[src/rtl/seg7_pkg.sv]
// Shared constants for the 7-segment display path (encoder and reader).
package seg7_pkg;

    // Segment patterns, bit6=a .. bit0=g, active high.
    localparam logic [6:0] SEG_0 = 7'h7E;
    localparam logic [6:0] SEG_1 = 7'h30;
    localparam logic [6:0] SEG_2 = 7'h6D;
    localparam logic [6:0] SEG_3 = 7'h79;
    localparam logic [6:0] SEG_4 = 7'h33;
    localparam logic [6:0] SEG_5 = 7'h5B;
    localparam logic [6:0] SEG_6 = 7'h5F;
    localparam logic [6:0] SEG_7 = 7'h70;
    localparam logic [6:0] SEG_8 = 7'h7F;
    localparam logic [6:0] SEG_9 = 7'h7B;

    localparam logic [3:0] CODE_INVALID = 4'hF;

    typedef enum logic {
        ST_IDLE    = 1'b0,
        ST_COLLECT = 1'b1
    } state_e;

endpackage

[src/rtl/seg7_scan_reader_if.sv]
// Multiplexed display bus plus the decoded frame returned by the reader.
interface seg7_scan_reader_if #(
    parameter int DIGITS = 4
);
    logic [6:0]          seg_in;
    logic [DIGITS-1:0]   dig_sel;
    logic [4*DIGITS-1:0] bcd_out;
    logic                bcd_valid;
    logic                err_invalid;
    logic                frame_err;

    // master: whoever drives the display lines and consumes the frame
    modport master (
        output seg_in, dig_sel,
        input  bcd_out, bcd_valid, err_invalid, frame_err
    );

    // slave: the scan reader itself
    modport slave (
        input  seg_in, dig_sel,
        output bcd_out, bcd_valid, err_invalid, frame_err
    );
endinterface

[src/rtl/seg7_pattern_decode.sv]
// Segment pattern to BCD code; anything outside 0..9 is flagged invalid.
module seg7_pattern_decode
    import seg7_pkg::*;
(
    input  logic [6:0] seg_i,
    output logic [3:0] code_o,
    output logic       invalid_o
);

    // Table lookup; blank and partial patterns fall to the default.
    always_comb begin
        code_o    = CODE_INVALID;
        invalid_o = 1'b0;
        case (seg_i)
            SEG_0:   code_o = 4'd0;
            SEG_1:   code_o = 4'd1;
            SEG_2:   code_o = 4'd2;
            SEG_3:   code_o = 4'd3;
            SEG_4:   code_o = 4'd4;
            SEG_5:   code_o = 4'd5;
            SEG_6:   code_o = 4'd6;
            SEG_7:   code_o = 4'd7;
            SEG_8:   code_o = 4'd8;
            SEG_9:   code_o = 4'd9;
            default: invalid_o = 1'b1;
        endcase
    end

endmodule

[src/rtl/seg7_scan_reader.sv]
// Samples the multiplexed display bus, debounces each digit dwell and
// assembles one full scan (digit 0 first) into a parallel BCD word.
//
// state   | meaning
// IDLE    | waiting for a stable digit-0 dwell to open a frame
// COLLECT | frame open; gathering remaining digits, emits when mask is full
module seg7_scan_reader
    import seg7_pkg::*;
#(
    parameter int DIGITS     = 4,
    parameter int STABLE_CYC = 4
) (
    input  logic             clk,
    input  logic             rst,
    seg7_scan_reader_if.slave bus
);

    localparam int CW = $clog2(STABLE_CYC + 1);

    logic [6:0]          seg_q, seg_prev_q;
    logic [DIGITS-1:0]   dig_q, dig_prev_q;
    logic [CW-1:0]       cnt_q, cnt_d;
    state_e              state_q, state_d;
    logic [DIGITS-1:0]   mask_q, mask_d;
    logic [4*DIGITS-1:0] shadow_q, shadow_d, shadow_wr;
    logic                sticky_q, sticky_d;
    logic [4*DIGITS-1:0] bcd_q, bcd_d;
    logic                valid_q, valid_d;
    logic                err_q, err_d;
    logic                ferr_q, ferr_d;

    logic [3:0] code;
    logic       invalid;
    logic       onehot, same, capture, mask_full, hit;

    seg7_pattern_decode u_decode (
        .seg_i     (seg_q),
        .code_o    (code),
        .invalid_o (invalid)
    );

    // Register the raw bus once and keep the previous sample for comparison.
    always_ff @(posedge clk) begin
        if (rst) begin
            seg_q      <= '0;
            dig_q      <= '0;
            seg_prev_q <= '0;
            dig_prev_q <= '0;
            cnt_q      <= '0;
        end else begin
            seg_q      <= bus.seg_in;
            dig_q      <= bus.dig_sel;
            seg_prev_q <= seg_q;
            dig_prev_q <= dig_q;
            cnt_q      <= cnt_d;
        end
    end

    // Stability counter; capture fires once when the STABLE_CYC-th identical sample is held.
    always_comb begin
        onehot  = (dig_q != '0) && ((dig_q & (dig_q - DIGITS'(1))) == '0);
        same    = (seg_q == seg_prev_q) && (dig_q == dig_prev_q);
        cnt_d   = '0;
        if (onehot && same)
            cnt_d = (cnt_q == CW'(STABLE_CYC)) ? cnt_q : cnt_q + CW'(1);
        capture   = onehot && same && (cnt_q == CW'(STABLE_CYC - 2));
        mask_full = &mask_q;
        hit       = |(mask_q & dig_q);
        shadow_wr = shadow_q;
        for (int i = 0; i < DIGITS; i++)
            if (dig_q[i]) shadow_wr[4*i +: 4] = code;
    end

    // FSM state register.
    always_ff @(posedge clk) begin
        if (rst) state_q <= ST_IDLE;
        else     state_q <= state_d;
    end

    // FSM next state.
    always_comb begin
        state_d = state_q;
        case (state_q)
            ST_IDLE:
                if (capture && dig_q[0]) state_d = ST_COLLECT;
            ST_COLLECT:
                if (mask_full)                          state_d = ST_IDLE;
                else if (capture && hit && !dig_q[0])   state_d = ST_IDLE;
            default: state_d = ST_IDLE;
        endcase
    end

    // FSM outputs and frame bookkeeping; captures in the completion cycle are dropped.
    always_comb begin
        mask_d   = mask_q;
        shadow_d = shadow_q;
        sticky_d = sticky_q;
        bcd_d    = bcd_q;
        err_d    = err_q;
        valid_d  = 1'b0;
        ferr_d   = 1'b0;
        case (state_q)
            ST_IDLE: begin
                if (capture && dig_q[0]) begin
                    mask_d   = DIGITS'(1);
                    sticky_d = invalid;
                    shadow_d = shadow_wr;
                end
            end
            ST_COLLECT: begin
                if (mask_full) begin
                    bcd_d   = shadow_q;
                    err_d   = sticky_q;
                    valid_d = 1'b1;
                    mask_d  = '0;
                end else if (capture) begin
                    if (!hit) begin
                        mask_d   = mask_q | dig_q;
                        sticky_d = sticky_q | invalid;
                        shadow_d = shadow_wr;
                    end else if (dig_q[0]) begin
                        mask_d   = DIGITS'(1);
                        sticky_d = invalid;
                        shadow_d = shadow_wr;
                    end else begin
                        mask_d = '0;
                        ferr_d = 1'b1;
                    end
                end
            end
            default: mask_d = '0;
        endcase
    end

    // Frame datapath and output registers.
    always_ff @(posedge clk) begin
        if (rst) begin
            mask_q   <= '0;
            shadow_q <= '0;
            sticky_q <= 1'b0;
            bcd_q    <= '0;
            err_q    <= 1'b0;
            valid_q  <= 1'b0;
            ferr_q   <= 1'b0;
        end else begin
            mask_q   <= mask_d;
            shadow_q <= shadow_d;
            sticky_q <= sticky_d;
            bcd_q    <= bcd_d;
            err_q    <= err_d;
            valid_q  <= valid_d;
            ferr_q   <= ferr_d;
        end
    end

    assign bus.bcd_out     = bcd_q;
    assign bus.bcd_valid   = valid_q;
    assign bus.err_invalid = err_q;
    assign bus.frame_err   = ferr_q;

endmodule

[src/flat_wrapper.sv]
// flat-port wrapper written by rule: the top's interface ports become plain ports
module seg7_scan_reader_flat import seg7_pkg::*;
#(
    parameter int DIGITS     = 4,
    parameter int STABLE_CYC = 4
)
  (clk, rst, bus_seg_in, bus_dig_sel, bus_bcd_out, bus_bcd_valid, bus_err_invalid, bus_frame_err);
  seg7_scan_reader_if #(.DIGITS(DIGITS)) bus_i ();
  input  logic clk;
  input  logic rst;
  input wire logic [$bits(bus_i.seg_in)-1:0] bus_seg_in;
  input wire logic [$bits(bus_i.dig_sel)-1:0] bus_dig_sel;
  output wire logic [$bits(bus_i.bcd_out)-1:0] bus_bcd_out;
  output wire logic [$bits(bus_i.bcd_valid)-1:0] bus_bcd_valid;
  output wire logic [$bits(bus_i.err_invalid)-1:0] bus_err_invalid;
  output wire logic [$bits(bus_i.frame_err)-1:0] bus_frame_err;
  assign bus_i.seg_in = bus_seg_in;
  assign bus_i.dig_sel = bus_dig_sel;
  assign bus_bcd_out = bus_i.bcd_out;
  assign bus_bcd_valid = bus_i.bcd_valid;
  assign bus_err_invalid = bus_i.err_invalid;
  assign bus_frame_err = bus_i.frame_err;
  seg7_scan_reader #(.DIGITS(DIGITS), .STABLE_CYC(STABLE_CYC)) u_core (.clk(clk), .rst(rst), .bus(bus_i));
endmodule
[config.mk]
export PLATFORM = sky130hd
export DESIGN_NAME = seg7_scan_reader_flat
export DESIGN_NICKNAME = d
export VERILOG_FILES = /design/src/rtl/seg7_pkg.sv /design/src/rtl/seg7_scan_reader_if.sv /design/src/rtl/seg7_pattern_decode.sv /design/src/rtl/seg7_scan_reader.sv /design/src/flat_wrapper.sv
export SDC_FILE = /design/constraint.sdc
export NUM_CORES = 1
export LEC_CHECK = 0
export CAP_MARGIN = 10
export CELL_PAD_IN_SITES_DETAIL_PLACEMENT = 0
export CELL_PAD_IN_SITES_GLOBAL_PLACEMENT = 1
export CORE_ASPECT_RATIO = 1.75
export CORE_MARGIN = 2
export CORE_UTILIZATION = 38
export CTS_CLUSTER_SIZE = 28
export DETAILED_ROUTE_END_ITERATION = 8
export PLACE_DENSITY_LB_ADDON = 0.1
export SETUP_SLACK_MARGIN = 0.4
export SYNTH_ARGS = -nofsm -noshare
export SYNTH_HDL_FRONTEND = slang
export SYNTH_SLANG_ARGS = --single-unit
[constraint.sdc]
create_clock -name clk -period 1.9 [get_ports clk]
set_clock_uncertainty 0.1 [all_clocks]
set_input_delay 0.19 -clock clk [delete_from_list [all_inputs] [get_ports clk]]
set_output_delay 0.19 -clock clk [all_outputs]
set_load 0.01 [all_outputs]
==> metrics.md, run 1 <==
| Metric | Value |
|---|---|
| H-tree lvl count | `3` |
| Worst skew pair latency | `0.33 ns` |
| Setup crit end kind | `flip-flop` |
| Total grt overflow | `0` |
| Die footprint | `8633 sq um` |
| Simple logic cell fraction of the synthesized area | `0.2691` |
| Max-slew violations | `0` |
| Die Y | `121.4 microns` |
| Die width | `71.10 microns` |
| Syn_nets | `361` |
| Failing checks | `negative setup slack` |
| Slowest cell delay on critical path | `0.55 ns` |
| Drt total wl | `8140 microns` |
| Pre-antenna DRT Iters | `4` |
| Num CTS Buffers | `9` |
| Fraction of registers with async set/reset | `0` |
| Post-Syn Instances | `345` |
| Final hold vios | `0` |
| XOR/XNOR Fraction of Synth Area | `0.03803` |
| Ant. Diodes | `0` |
| Slew @ Worst Pin | `0.5190 ns` |
| Worst EP required | `1.99 ns` |
| Synth-to-layout area growth | `55.33%` |
| CTS sink count | `66` |
| CTS tree | `yes` |
| Synth Flop Type | `dfxtp_1` |
| Final core occ | `0.6103` |
| FMAX | `0.5117 GHz` |
| Compound-Gate Fraction of Synth Area | `0.1855` |
| Core box area | `7620 sq um` |
| I/O pins | `32` |
| Vias in the first global route | `2679` |
| Initial antenna violation count | `0` |
| First-pass GRT wire length | `13010 microns` |
| Detailed placer's ending HPWL | `5823 microns` |
| Post-synth EDFFs | `0` |
| Largest family of logic cells by synthesized area | `simple AND/OR/NAND/NOR gates` |
| Synth Area in Adders | `0.01254` |
| Largest net degree at the start of global routing | `44` |
| Status | `finished, violations left` |
| Yosys cell types | `57` |
| GP Congestion | `0.8804` |
| Leading cell type in the layout, fill and taps excluded | `dfxtp_1` |
| Worst Path Arrival | `2.04 ns` |
| DP Cell Count | `492` |
| Post-synthesis area per instance | `8.679 sq um` |
| P_leak | `1.762 nW` |
| Worst hold path type | `in -> reg` |
| FILL cells | `675` |
| Cell Area, Synth | `2994 sq um` |
| Number of port buffers | `31` |
| Placed cell areas | `3739 sq um` |
| DRC | `0` |
| Sequential share of the synthesized area | `0.4413` |
| Drt via density | `5.339` |
| P per Cell Area | `727.2 nW/um^2` |
| Setup tns final | `-0.2105 ns` |
| Row Count | `42` |
| Fin Hold WS | `0.2175 ns` |
| Final worst slack | `-0.05422 ns` |
| CP Class | `reg -> reg` |
| Fin crit period | `1.954 ns` |
| Most frequent cells in the layout | `dfxtp_1 (54), buf_4 (53), nand2_1 (37)` |
| Max Root-Sink Buffers | `2` |
| Yosys warnings | `0` |
| Number of nets in the layout | `445` |
| Layout cell share with drive strength beyond 1 | `0.3871` |
| Drt wl/cell | `15.59 microns` |
| DR iter-0 viols | `101` |
| Max-cap violations | `0` |
| CTS clk-pin slew, worst paths | `0.05 ns` |
| Crit-path cells | `or4_4, a211oi_4, nor2_2, a211oi_2, buf_4, a211oi_1` |
| Crit path max fanout | `8` |
| Slew headroom | `0.6540` |
| Routed Antenna Nets | `0` |
| Total global-route track usage | `0.1984` |
| Final cycle utilization of the critical path | `1.029` |
| CP top delay family | `simple AND/OR/NAND/NOR gates` |
| Worst VDD drop | `0.5056 mV` |
| CTS root buf | `clkbuf_16` |
| Cell area after layout | `4651 sq um` |
| Worst setup SP type | `flip-flop` |
| Non-filler cells, final | `522` |
| Final setup vio count | `10` |
| Post-synthesis register bit count | `66` |
| Mux cell area share after synthesis | `0.003343` |
| Initial Util | `0.3929` |
| RSZ-0062 raised after global routing | `yes` |
| Vias | `2787` |
| Crit path buffers/inverters | `1` |
| Crit path max-delay cell type | `or4_4` |
==> state kept, by name, summed over array words and instances (netlist names) <==
signal,count
u_core.shadow_q,16
u_core.dig_q,4
u_core.seg_prev_q,7
u_core.cnt_q,3
u_core.bus.bcd_out,16
u_core.state_q,1
u_core.seg_q,7
u_core.bus.frame_err,1
u_core.dig_prev_q,4
u_core.bus.err_invalid,1
u_core.bus.bcd_valid,1
u_core.mask_q,4
u_core.sticky_q,1
==> path summary, 6_finish.rpt <==
path,from,end,slack [ns],cells after the start
max reg2reg,u_core.seg_q[1],u_core.shadow_q[1],-0.05,6
min,rst,u_core.shadow_q[10],0.22,3
min reg2reg,u_core.shadow_q[6],u_core.bus.bcd_out[6],0.35,2
max,u_core.seg_q[1],u_core.shadow_q[1],-0.05,6
==> per-layer routing <==
| layer | up-vias | routed length, microns | global-route usage |
|---|---|---|---|
| met4 | 0 | 359 | 0.1238 |
| met1 | 1301 | 2920 | 0.1855 |
| met2 | 59 | 4626 | 0.3773 |
| met5 | - | 0 | 0 |
| li1 | 1405 | - | - |
| met3 | 22 | 234 | 0.04236 |
==> logic make-up after synthesis <==
family | count (synthesis)
buffers and inverters | 35
DFF | 66
xor gates and xnor gates | 13
and+or+nand+nor | 140
muxes | 1
AOI/OAI and AO/OA | 87
adders and majority gates | 3
==> cells in the mapped netlist, types with 3 or more instances <==
| library cell | instances | share of area |
|---|---|---|
| dfxtp_1 | 66 | 0.44 |
| nand2_1 | 42 | 0.053 |
| a21oi_1 | 30 | 0.050 |
| nor2b_1 | 24 | 0.050 |
| clkbuf_1 | 20 | 0.025 |
| o21ai_0 | 15 | 0.025 |
| nand4_1 | 12 | 0.025 |
| xnor2_1 | 12 | 0.035 |
| a211oi_1 | 10 | 0.025 |
| nor3_1 | 10 | 0.017 |
| a31oi_1 | 9 | 0.019 |
| inv_1 | 8 | 0.010 |
| nor2_1 | 8 | 0.010 |
| nand3_1 | 7 | 0.012 |
| nand3b_1 | 5 | 0.013 |
| nand4bb_1 | 4 | 0.015 |
| nor4_1 | 4 | 0.0084 |
| and3_1 | 3 | 0.0063 |
| buf_2 | 3 | 0.0050 |
| ha_1 | 3 | 0.013 |
| nor3_2 | 3 | 0.010 |
| o211ai_1 | 3 | 0.0075 |
| o22ai_1 | 3 | 0.0063 |
| or3_1 | 3 | 0.0063 |
==> through the flow <==
step,total power [mW],setup slack (ns)
4_1_cts,3.400,-0.01100
6_report,3.382,-0.05422
3_3_place_gp,1.699,-0.1382
5_1_grt,3.494,-0.09658
3_5_place_dp,1.702,-0.1339
2_1_floorplan,1.602,-0.1070
==> power breakdown <==
group	internal (mW)	switching, mW	total, mW
combinational	0.169	0.169	0.338
sequential	1.41	0.0252	1.43
clock	1.04	0.567	1.61
==> worst reg2reg max path, delay by kind of cell (launching register included) <==
| kind | cells | cell delay, ns |
|---|---|---|
| AND/OR/NAND/NOR | 2 | 0.63 |
| flip-flops | 1 | 0.37 |
| buffers and inverters | 1 | 0.17 |
| AO/OA/AOI/OAI | 3 | 0.53 |
==> layout make-up <==
cell class | instances | area (sq um) | area share
multi-input combinational | 244 | 1951 | 0.4194
sequential | 66 | 1346 | 0.2895
timing repair buffer | 100 | 917.1 | 0.1972
clock buffer | 11 | 242.7 | 0.05219
tap | 88 | 110.1 | 0.02368
clock inverter | 5 | 53.80 | 0.01157
inverter | 8 | 30.03 | 0.006457
==> what timing repair did <==
| action | in CTS | in global routing |
|---|---|---|
| cloned | 1 | 0 |
| setup endpoints to repair | 43 | 53 |
| resized for setup | 62 | 58 |
| hold buffers | 0 | 0 |
| setup buffers | 10 | 3 |
| pin swaps | 27 | 24 |
No activity file was read; power rests on OpenSTA's default activity.
==> inputs of run 2 (changes only) <==
CORE_MARGIN = not set   (was 2)
==> run 2 against run 1 <==
Net effect:
- the run still ends with negative setup slack left
- fmax up 1.2%
- count of clock-buffer cells in the layout is 3 higher
- sequential share of layout area barely moved
- non-clock buffer count grew 10
- utilization grew 0.21 points
- design area grew 0.35%
- sequential cell count did not move
- register-to-register slack better by 0.02 ns
- clock power hardly changed
- critical endpoint is now u_core.shadow_q[11]
- largest power group unchanged
- highest routed layer unchanged
==> metrics.md, run 2 (synthesis gave the netlist of run 1 again) <==
| Metric | Value |
|---|---|
| Status | `finished, violations left` |
| Failing checks | `negative setup slack` |
| Die width | `69.10 microns` |
| CTS root buf | `clkbuf_16` |
| P per Cell Area | `720.2 nW/um^2` |
| Total grt overflow | `0` |
| P_leak | `1.953 nW` |
| Met1 wire length | `2918 microns` |
| GP Congestion | `0.8886` |
| DP Cell Count | `497` |
| Drt total wl | `8341 microns` |
| Most frequent cells in the layout | `buf_4 (65), dfxtp_1 (51), nand2_1 (31)` |
| Final cycle utilization of the critical path | `1.017` |
| Initial Util | `0.3929` |
| Slew @ Worst Pin | `0.4400 ns` |
| Core box area | `7620 sq um` |
| FMAX | `0.5178 GHz` |
| Initial antenna violation count | `0` |
| Vias in the first global route | `2806` |
| I/O pins | `32` |
| Worst hold path type | `in -> reg` |
| Fin crit period | `1.931 ns` |
| DR iter-0 viols | `131` |
| Number of port buffers | `31` |
| R2r startpoint | `u_core.seg_q[2]` |
| Die footprint | `8252 sq um` |
| Worst R2R Path Depth | `7` |
| Hold Path Cell Cnt | `3` |
| CTS tree | `yes` |
| Row Count | `42` |
| Max-slew violations | `0` |
| Non-filler cells, final | `531` |
| Total global-route track usage | `0.2122` |
| First-pass GRT wire length | `13370 microns` |
| RR Endpoint | `u_core.shadow_q[11]` |
| Met3 WL | `315 microns` |
| Leading cell type in the layout, fill and taps excluded | `buf_4` |
| Detailed placer's ending HPWL | `5949 microns` |
| Final worst slack | `-0.03142 ns` |
| Drt wl/cell | `15.71 microns` |
| Worst skew pair latency | `0.34 ns` |
| Vias | `2880` |
| Crit path max fanout | `7` |
| Worst setup SP type | `flip-flop` |
| Worst EP required | `2.02 ns` |
| Max-cap violations | `0` |
| Synth-to-layout area growth | `55.87%` |
| CTS clk-pin slew, worst paths | `0.05 ns` |
| Routed Antenna Nets | `0` |
| Pre-CTS WS | `-0.1660 ns` |
| Die Y | `119.4 microns` |
| Layout cell share with drive strength beyond 1 | `0.3905` |
| Hold EP | `u_core.bus.bcd_out[10]` |
| DRC | `0` |
| Pre-antenna DRT Iters | `4` |
| CP Class | `reg -> reg` |
| Max Root-Sink Buffers | `2` |
| Final setup vio count | `9` |
| Ant. Diodes | `0` |
| Drt via density | `5.424` |
| Metal2 WL | `4618 microns` |
| RSZ-0062 raised after global routing | `yes` |
| Reg2reg setup slack | `-0.03 ns` |
| Num CTS Buffers | `9` |
| Worst VDD drop | `0.5659 mV` |
| H-tree lvl count | `3` |
| Slew headroom | `0.7067` |
| Final hold vios | `0` |
| Setup crit end kind | `flip-flop` |
| Worst Hold Launch | `rst` |
| CTS sink count | `66` |
| Largest net degree at the start of global routing | `42` |
| Worst Path Arrival | `2.05 ns` |
| Top Layer Used | `met4` |
| Number of nets in the layout | `455` |
run 2: cell count changes in the layout (fill, tap and decap cells not counted), moves of 4 or more:
cell,change
buf_4,+12
clkdlybuf4s50_1,-8
a211oi_2,-7
a211oi_1,+6
dlymetal6s2s_1,+6
nand2_1,-6
nand2_2,+6
buf_6,-4
run 2: metrics by stage:
step | setup TNS [ns] | util | cell area, sq um | hold WS (ns) | total power [mW]
6_report | -0.1566 | 0.6125 | 4667 | 0.2693 | 3.361
5_1_grt | -0.9799 | 0.6125 | 4667 | 0.2908 | 3.478
4_1_cts | -0.09357 | 0.5775 | 4400 | 0.2688 | 3.364
3_5_place_dp | -2.540 | 0.4989 | 3801 | 0.3446 | 1.715
3_3_place_gp | -2.110 | 0.4989 | 3801 | 0.3405 | 1.712
2_1_floorplan | -0.6988 | - | 3067 | 0.2182 | 1.602
run 2: worst max path at each step:
| stage | end | cells past startpoint | slack, ns | startpoint |
|---|---|---|---|---|
| 2_1_floorplan | u_core.shadow_q[13] | 6 | -0.11 | u_core.dig_q[2] |
| 3_3_place_gp | u_core.shadow_q[1] | 5 | -0.17 | u_core.seg_q[3] |
| 3_5_place_dp | u_core.shadow_q[1] | 5 | -0.17 | u_core.seg_q[3] |
| 4_1_cts | u_core.shadow_q[8] | 5 | -0.02 | u_core.seg_q[2] |
| 5_1_grt | u_core.mask_q[3] | 5 | -0.09 | u_core.seg_q[2] |
| 6_report | u_core.shadow_q[11] | 7 | -0.03 | u_core.seg_q[2] |
run 2: layout make-up:
cell class              instances  area (sq um)
clock buffers                  14         284.0
flip-flops and latches         66          1353
inverters                       8         30.03
multi-input cells             244          1863
repair buffers                110          1020
fillers                       657          2953
clock inverters                 1         7.507
well taps                      88         110.1
run 2: per-layer routing:
layer  vias up  global-route usage
met1      1344              0.1895
li1       1423                   -
met4         0              0.1518
met2        84              0.4029
met3        29             0.04992
met5         -                   0
run 2: repair_timing:
| item | 4_1_cts | 5_1_grt |
|---|---|---|
| cloned | 0 | 1 |
| hold endpoints to repair | 0 | 0 |
| pin swaps | 29 | 31 |
| buffers inserted | 9 | 9 |
| setup endpoints to repair | 45 | 57 |
| gates resized for setup | 63 | 51 |
| hold buffers | 0 | 0 |
run 2: critical path, cell delays in order (launching register included):
cell and delay, ns:
dfxtp_4 0.37, or4_4 0.53, a211oi_4 0.27, buf_4 0.15
nor4_2 0.04, buf_4 0.16, nand4_1 0.12, a21oi_1 0.09
run 2: power by group:
| group | internal [mW] | switching [mW] |
|---|---|---|
| combinational | 0.171 | 0.155 |
| clock | 1.02 | 0.581 |
| sequential | 1.41 | 0.0302 |
==> inputs of run 3 (changes only) <==
CORE_MARGIN = 2   (was not set)
GPL_TIMING_DRIVEN = 0   (was not set)
==> run 3 against run 2 <==
Net effect:
- the run still ends with negative setup slack left
- global-route usage down 0.47 points
- wire length up 2.0%
- first-iteration DRC count is 40% lower
- count of clock-buffer cells in the layout fell by 2
- largest cell class unchanged
==> metrics.md, run 3 (synthesis gave the netlist of run 1 again) <==
| Metric | Value |
|---|---|
| Vias | `2855` |
| Die Y | `121.4 microns` |
| Max-slew violations | `0` |
| Critical Path Sink | `u_core.shadow_q[9]` |
| Worst hold path type | `in -> reg` |
| Most frequent cells in the layout | `dfxtp_1 (54), nand2_1 (29), buf_4 (27)` |
| Slew headroom | `0.5141` |
| Initial antenna violation count | `0` |
| Fin crit period | `2.067 ns` |
| Status | `finished, violations left` |
| FMAX | `0.4837 GHz` |
| Flip-flop and latch area | `1341 sq um` |
| P_leak | `1.777 nW` |
| Final hold vios | `0` |
| Max Root-Sink Buffers | `2` |
| RR Endpoint | `u_core.shadow_q[9]` |
| Core box area | `7620 sq um` |
| Layout cell share with drive strength beyond 1 | `0.3712` |
| Crit path max-delay cell type | `or4bb_4` |
| Setup crit end kind | `flip-flop` |
| Synth-to-layout area growth | `57.12%` |
| CTS root buf | `clkbuf_16` |
| Total global-route track usage | `0.2075` |
| Initial Util | `0.3929` |
| Drt wl/cell | `16.65 microns` |
| Slowest cell delay on critical path | `0.58 ns` |
| Final cycle utilization of the critical path | `1.088` |
| Pre-antenna DRT Iters | `4` |
| GP Congestion | `0.9005` |
| First-pass GRT wire length | `13590 microns` |
| P per Cell Area | `763.1 nW/um^2` |
| Worst Path Arrival | `2.14 ns` |
| I/O pins | `32` |
| Final worst slack | `-0.1674 ns` |
| Worst setup SP type | `flip-flop` |
| Pre-CTS WS | `-0.6304 ns` |
| Fin Hold WS | `0.1666 ns` |
| Leading cell type in the layout, fill and taps excluded | `dfxtp_1` |
| Max-cap violations | `0` |
| Vias in the first global route | `2771` |
| Row Count | `42` |
| Final setup vio count | `19` |
| Num CTS Buffers | `9` |
| Drt via density | `5.587` |
| Worst VDD drop | `0.4781 mV` |
| Reg2reg setup slack | `-0.17 ns` |
| Worst EP required | `1.98 ns` |
| Worst skew pair latency | `0.33 ns` |
| Routed Antenna Nets | `0` |
| Critical Path Source | `u_core.seg_q[2]` |
| H-tree lvl count | `3` |
| Total grt overflow | `0` |
| RSZ-0062 raised after global routing | `yes` |
| Die width | `71.10 microns` |
| Crit path max fanout | `5` |
| FILL cells | `680` |
| CTS clk-pin slew, worst paths | `0.05 ns` |
| R2r startpoint | `u_core.seg_q[2]` |
| DRC | `0` |
| Multi-input gate area | `1998 sq um` |
| Number of port buffers | `30` |
| Detailed placer's ending HPWL | `5881 microns` |
| Ant. Diodes | `0` |
| Die footprint | `8633 sq um` |
| Slew @ Worst Pin | `0.7289 ns` |
| Largest net degree at the start of global routing | `11` |
| Drt total wl | `8508 microns` |
| Number of nets in the layout | `436` |
| Crit-path cells | `buf_8, or4bb_4, o22ai_4, a31oi_1, a211oi_2, buf_4, a211oi_1` |
| CTS tree | `yes` |
| CP Class | `reg -> reg` |
| Worst R2R Path Depth | `7` |
| CTS sink count | `66` |
| Cts hold-fix bufs | `0` |
| Failing checks | `negative setup slack` |
| DR iter-0 viols | `78` |
## run 3: changes by cell type in the layout (fill, tap and decap cells not counted), sizes merged, moves of 2 or more
cell	delta
clkbuf	+13
buf	-34
clkdlybuf4s50	+8
dlygate4sd2	-2
dlymetal6s2s	-6
bufinv	+2
## run 3: repair_timing
| item | in CTS | in global routing |
|---|---|---|
| pin swaps | 23 | 45 |
| cloned | 2 | 0 |
| hold endpoints to repair | 0 | 0 |
| resized for setup | 108 | 51 |
| setup buffers | 20 | 12 |
| setup endpoints to repair | 44 | 46 |
## run 3: worst min-delay path by stage
stage	end	start	slack [ns]	cells after the start
4_1_cts	u_core.seg_q[2]	rst	0.16	2
5_1_grt	u_core.seg_q[2]	rst	0.24	2
3_5_place_dp	u_core.bus.bcd_out[10]	u_core.shadow_q[10]	0.35	2
6_report	u_core.seg_q[2]	rst	0.17	2
2_1_floorplan	u_core.dig_q[0]	bus_dig_sel[0]	0.22	1
3_3_place_gp	u_core.bus.bcd_out[10]	u_core.shadow_q[10]	0.34	2
## run 3: layout make-up
type / count / area share
flip-flops and latches: 66 / 0.2851
clock buffers: 12 / 0.05665
repair buffers: 64 / 0.1330
plain buffers: 27 / 0.05798
clock inverters: 2 / 0.01277
well taps: 88 / 0.02340
inverters: 8 / 0.006383
multi-input cells: 244 / 0.4247
## run 3: critical path, delay by kind of cell, from the launching register on
| family | cells | cell delay [ns] |
|---|---|---|
| flip-flops | 1 | 0.35 |
| AND/OR/NAND/NOR | 1 | 0.58 |
| AO/OA/AOI/OAI | 4 | 0.58 |
| buffers and inverters | 2 | 0.29 |
## run 3: power breakdown
part           internal (mW)  switching (mW)  total, mW
Combinational          0.180           0.189      0.369
Sequential              1.41          0.0159       1.42
Clock                   1.24           0.558       1.80
## run 3: stage by stage
stage | power, mW | instance area [sq um] | instances | setup TNS, ns | utilization
detailed placement | 1.673 | 3477 | 463 | -10.97 | 0.4563
finish | 3.590 | 4705 | 511 | -1.617 | 0.6174
global route | 3.707 | 4705 | 511 | -2.992 | 0.6174
floorplan | 1.602 | 3067 | 345 | -0.6988 | -
global placement | 1.673 | 3477 | 463 | -10.85 | 0.4563
CTS | 3.584 | 4409 | 499 | -1.105 | 0.5787
## run 3: per-layer routing
metal	up-vias	global-route usage	routed length, microns
met1	1332	0.2006	2983
met3	44	0.03239	266
met2	93	0.3732	4669
met4	0	0.1745	588
met5	-	0	0
li1	1386	-	-
